### src/rtl/dw_fifo_s1_sf_pkg.sv
// Shared definitions for the single-clock show-ahead FIFO:
// error-mode encodings and a constant clog2 helper for pointer/count widths.
package dw_fifo_s1_sf_pkg;

  localparam int ERR_STICKY_DIAG = 0;  // sticky, cleared by diag_n
  localparam int ERR_STICKY      = 1;  // sticky until reset
  localparam int ERR_DYNAMIC     = 2;  // one-cycle pulse per fault

  // Smallest r with 2**r >= n; used at elaboration time only.
  function automatic int clog2(input int n);
    int r;
    r = 0;
    while ((1 << r) < n) r++;
    return r;
  endfunction

endpackage

### src/rtl/fifo_s1_sf_ctl.sv
// FIFO control: read/write pointers, occupancy count, status flags and the
// error register. Storage is owned by the top level; this block only says
// when and where to write and where the head entry is.
module fifo_s1_sf_ctl
  import dw_fifo_s1_sf_pkg::*;
#(
  parameter int depth    = 4,
  parameter int ae_level = 1,
  parameter int af_level = 1,
  parameter int err_mode = 0,
  localparam int pw      = clog2(depth),
  localparam int cw      = clog2(depth + 1)
) (
  input  logic          clock,
  input  logic          reset,
  input  logic          push_req_n,
  input  logic          pop_req_n,
  input  logic          diag_n,
  output logic          wr_en,
  output logic [pw-1:0] wr_ptr,
  output logic [pw-1:0] rd_ptr,
  output logic          empty,
  output logic          almost_empty,
  output logic          half_full,
  output logic          almost_full,
  output logic          full,
  output logic          error
);

  localparam logic [pw-1:0] last_ptr = pw'(depth - 1);
  localparam logic [cw-1:0] full_cnt = cw'(depth);
  localparam logic [cw-1:0] ae_cnt   = cw'(ae_level);
  localparam logic [cw-1:0] hf_cnt   = cw'((depth + 1) / 2);
  localparam logic [cw-1:0] af_cnt   = cw'(depth - af_level);

  logic [cw-1:0] count;
  logic          push, pop, do_push, do_pop, fault;

  // Pointers wrap explicitly so non-power-of-two depths work.
  function automatic logic [pw-1:0] next_ptr(input logic [pw-1:0] p);
    return (p == last_ptr) ? '0 : p + pw'(1);
  endfunction

  assign push = ~push_req_n;
  assign pop  = ~pop_req_n;

  // A push into a full FIFO is still accepted when a pop frees the head
  // slot in the same cycle; a pop from an empty FIFO is always dropped.
  assign do_push = push & (~full | pop);
  assign do_pop  = pop & ~empty;
  assign fault   = (push & ~pop & full) | (pop & empty);
  assign wr_en   = do_push;

  // Flags decode the registered count only, so requests never reach outputs
  // combinationally.
  assign empty        = (count == '0);
  assign full         = (count == full_cnt);
  assign almost_empty = (count <= ae_cnt);
  assign half_full    = (count >= hf_cnt);
  assign almost_full  = (count >= af_cnt);

  // Pointer and occupancy update.
  always_ff @(posedge clock or posedge reset) begin
    // NOTE: sequential state uses non-blocking assignments so every register
    // samples pre-edge values regardless of statement order.
    if (reset) begin
      wr_ptr <= '0;
      rd_ptr <= '0;
      count  <= '0;
    end else begin
      if (do_push) wr_ptr <= next_ptr(wr_ptr);
      if (do_pop)  rd_ptr <= next_ptr(rd_ptr);
      case ({do_push, do_pop})
        2'b10:   count <= count + cw'(1);
        2'b01:   count <= count - cw'(1);
        default: count <= count;
      endcase
    end
  end

  // Error register: pulse, sticky, or sticky with diagnostic clear.
  always_ff @(posedge clock or posedge reset) begin
    if (reset) begin
      error <= 1'b0;
    end else if (err_mode == ERR_DYNAMIC) begin
      error <= fault;
    end else if (err_mode == ERR_STICKY_DIAG && !diag_n) begin
      error <= 1'b0;
    end else if (fault) begin
      error <= 1'b1;
    end
  end

endmodule

### src/rtl/dw_fifo_s1_sf.sv
// Single-clock synchronous FIFO with show-ahead read data, status flags and
// a configurable error flag. Holds the storage array; control lives in
// fifo_s1_sf_ctl.
module dw_fifo_s1_sf
  import dw_fifo_s1_sf_pkg::*;
#(
  parameter int width    = 8,
  parameter int depth    = 4,
  parameter int ae_level = 1,
  parameter int af_level = 1,
  parameter int err_mode = 0
) (
  input  logic             clock,
  input  logic             reset,
  input  logic             push_req_n,
  input  logic             pop_req_n,
  input  logic             diag_n,
  input  logic [width-1:0] data_in,
  output logic             empty,
  output logic             almost_empty,
  output logic             half_full,
  output logic             almost_full,
  output logic             full,
  output logic             error,
  output logic [width-1:0] data_out
);

  localparam int pw = clog2(depth);

  logic             wr_en;
  logic [pw-1:0]    wr_ptr, rd_ptr;
  logic [width-1:0] mem [depth];

  fifo_s1_sf_ctl #(
    .depth    (depth),
    .ae_level (ae_level),
    .af_level (af_level),
    .err_mode (err_mode)
  ) u_ctl (
    .clock        (clock),
    .reset        (reset),
    .push_req_n   (push_req_n),
    .pop_req_n    (pop_req_n),
    .diag_n       (diag_n),
    .wr_en        (wr_en),
    .wr_ptr       (wr_ptr),
    .rd_ptr       (rd_ptr),
    .empty        (empty),
    .almost_empty (almost_empty),
    .half_full    (half_full),
    .almost_full  (almost_full),
    .full         (full),
    .error        (error)
  );

  // Storage write; cleared on reset so data_out reads 0 out of reset.
  always_ff @(posedge clock or posedge reset) begin
    // NOTE: the array is reset deliberately (data_out must be 0 after reset);
    // this forces flops rather than a RAM macro, acceptable at this depth.
    if (reset) begin
      for (int i = 0; i < depth; i++) mem[i] <= '0;
    end else if (wr_en) begin
      mem[wr_ptr] <= data_in;
    end
  end

  // Show-ahead: the head entry is always visible.
  assign data_out = mem[rd_ptr];

endmodule

### config.mk
export PLATFORM = sky130hd
export DESIGN_NAME = dw_fifo_s1_sf
export DESIGN_NICKNAME = d
export VERILOG_FILES = /design/src/rtl/dw_fifo_s1_sf_pkg.sv /design/src/rtl/fifo_s1_sf_ctl.sv /design/src/rtl/dw_fifo_s1_sf.sv
export SDC_FILE = /design/constraint.sdc
export NUM_CORES = 1
export LEC_CHECK = 0
export ABC_CLOCK_PERIOD_IN_PS = 2180
export CORE_ASPECT_RATIO = 1.75
export CORE_MARGIN = 2
export CORE_UTILIZATION = 54
export DETAILED_ROUTE_END_ITERATION = 7
export PLACE_DENSITY_LB_ADDON = 0.05
export SETUP_SLACK_MARGIN = 0.4
export SKIP_LAST_GASP = 1
export SYNTH_ARGS = -nofsm -noshare
export SYNTH_HDL_FRONTEND = slang
export SYNTH_SLANG_ARGS = --single-unit
### constraint.sdc
create_clock -name clock -period 2.18 [get_ports clock]
set_input_delay 0.436 -clock clock [delete_from_list [all_inputs] [get_ports clock]]
set_output_delay 0.436 -clock clock [all_outputs]
set_load 0.005 [all_outputs]
==> flow_summary.ini <==
[status]
status = finished clean

[placed_design]
numPortBuffers = 26
place_congestion = 0.6868
place_area_um2 = 2271
dp_hpwl_um = 2712

[cts]
cts.path.max_buffers = 2
clock_sinks = 40
clk_pin_slew_worst_paths_ns = 0.07
cts_hold_buf = 0
root_buffer = clkbuf_8
clk_latency_ns = 0.28
cts_inserted_buffers = 5
cts_tree = done
htreeDepth = 2

[die]
die_h_um = 83.28
core_area_um2 = 3398
initial_core_util_pct = 57.07
die_x_um = 49.30
io_pins = 27
rows = 28
dieArea_um2 = 4105

[timing]
fmax_mhz = 508.9
rsz0062_at_grt = true
fin_setup_tns_ns = 0
tightest_slew_ns = 0.4934
min_period_ns = 1.965
slew_headroom_pct = 67.11
slew_violations = 0
final-hold-violation-count = 0
finalCritPeriodShare_pct = 90.14
skew_ns = 0.007132
finalSetupViolCount = 0

[synth]
ys_ff_latch = 40
synth_top_area_share_pct = 51.61
ys_seq_area_share_pct = 51.61
yosysTopAreaCell = dfrtp_1
syn_area_um2 = 1939
synth-adder-area-share_pct = 6.452
synth_edf_count = 0
yosysUniqueCellTypes = 21
synthXorXnorAreaFrac_pct = 0.9032
synthArstFlopShare_pct = 100.0
synth_top_family_by_area = multiplexers
synth_area_leaders = dfrtp_1 52%, mux2_2 19%, mux4_2 9.3%, ha_1 6.5%, nand2_4 2.3%
netlist_instances = 134
synth_nets = 157
yosys_warnings = 0
synth.avg_cell_area_um2 = 14.47
muxShareOfSynthArea_pct = 29.03
ys.flop_type = dfrtp_1
synth_compound_gate_area_share_pct = 3.548
yosys.area_share.simple_pct = 5.677

[cells_and_area]
area_delta_synth_final_pct = 28.39
nets = 205
mostFrequentLayoutCells = 38 x dfrtp_1, 33 x mux2_2, 13 x clkdlybuf4s50_1
fin_area_um2 = 2490
num_antenna_cells = 0
nFillCells = 229
fin_util_pct = 73.27
layout_commonest_cell = dfrtp_1
drive_above_1_share_pct = 51.10

[hold_path]
hp-class = reg2reg
hp-start = mem[20]
worstHoldPathCells = 1
whs_endpoint = mem[20]

[power]
p_leak_nw = 1.120
worst_ir_drop_vdd_v = 0.001155
cellPowerDensity_nw_per_um2 = 1504
p_total_mw = 3.745

[worst_setup_path]
crit_fanout = 5
cp-end-kind = output pin
reg2reg_from = u_ctl.count[1]
path_class = reg2out
crit_chain = buf_6 > buf_6 > mux4_2 > buf_2
max_stage_delay_ns = 0.48
arrival_ns = 1.53
crit_top_cell = buf_6
slowest_stage = mux4_2
regToRegEndpoint = u_ctl.count[1]
startpoint_type = flop
crit_required_ns = 1.74
regToRegSetupSlack_ns = 0.39
reg2reg_depth = 9

[routing]
top_layer = met4
wl_met2_um = 2291
route.detailed.drc = 0
post_drt_wl_per_cell_um = 17.87
drt_first_pass_iters = 6
met3_length_um = 132
vias_per_cell = 5.454
wirelength_um = 4057
initialDrtViolationCount = 21
vias = 1238
m1WireLength_um = 1556
drtAntennaViolNets = 0

[global_route]
antenna_found_initial = 0
grt-ovfl-total = 0
grt_max_degree = 41
grt_usage_pct = 22.59
grt_pass1_vias = 1424
grt_pass1_wl_um = 6900

[run]
maxCapViolations = 0
[registers in the layout, summed over array words and instances, names as in the netlist]
register      cells
mem              32
u_ctl.count       3
u_ctl.error       1
u_ctl.rd_ptr      2
u_ctl.wr_ptr      2
[cells by family after synthesis]
| logic type | Yosys count |
|---|---|
| buffers and inverters | 12 |
| AOI/OAI and AO/OA | 10 |
| adders and majority gates | 10 |
| xor gates and xnor gates | 2 |
| DFF | 40 |
| and+or+nand+nor | 18 |
| muxes | 42 |
[final cells by class]
cell class | count | area, µm² | share of cell area, %
flip-flops and latches | 40 | 1003 | 40.30
well taps | 45 | 56.30 | 2.261
clock buffers | 6 | 72.57 | 2.915
inverters | 9 | 33.78 | 1.357
clock inverters | 1 | 5.005 | 0.2010
repair buffers | 44 | 374.1 | 15.03
multi-input cells | 82 | 944.7 | 37.94
[critical path: cells and delay by family, from the launching register on]
kind | cells | cell delay (ns)
flip-flops | 1 | 0.38
multiplexers | 1 | 0.48
buffers and inverters | 3 | 0.38
[cell usage after synthesis (2+ instances only)]
| cell | instances |
|---|---|
| a21oi_1 | 2 |
| dfrtp_1 | 40 |
| ha_1 | 10 |
| inv_1 | 9 |
| mux2_2 | 33 |
| mux4_2 | 8 |
| nand2_1 | 3 |
| nand2_4 | 4 |
| nor2_1 | 8 |
| o21ai_0 | 5 |
| xnor2_1 | 2 |
[metrics by stage]
step | hold slack (ns) | instances | setup slack, ns
2_1_floorplan | 0.4594 | 134 | 0.4324
3_3_place_gp | 0.4691 | 205 | 0.1301
3_5_place_dp | 0.4858 | 205 | 0.03775
4_1_cts | 0.5013 | 223 | 0.2015
5_1_grt | 0.5151 | 227 | 0.1496
6_report | 0.4968 | 227 | 0.2150
[how the worst max path moves through the flow]
stage	end	cells after the start	slack [ns]	from
after floorplan	u_ctl.count[2]	7	0.43	u_ctl.count[0]
after global placement	u_ctl.count[2]	6	0.13	pop_req_n
after detailed placement	u_ctl.count[1]	6	0.04	pop_req_n
after CTS	data_out[6]	4	0.20	u_ctl.rd_ptr[0]
after global routing	data_out[6]	4	0.15	u_ctl.rd_ptr[0]
final	data_out[6]	4	0.22	u_ctl.rd_ptr[0]
[report_power, final]
group | total (mW) | switching [mW] | leakage, nW | internal [mW]
Clock | 0.451 | 0.233 | 0.0410 | 0.217
Combinational | 1.91 | 0.745 | 0.603 | 1.17
Sequential | 1.38 | 0.259 | 0.475 | 1.12
[layer usage]
layer  vias up  GRT usage (%)
li1        571              -
met5         -              0
met2        31          39.93
met4         0          11.17
met3         6          5.396
met1       630          24.39
[timing repair]
item                       in CTS  in global routing
setup endpoints to repair      50                 16
pin swaps                       3                  2
resized for setup              55                 12
buffers inserted               11                  4
No activity file was read; power rests on OpenSTA's default activity.
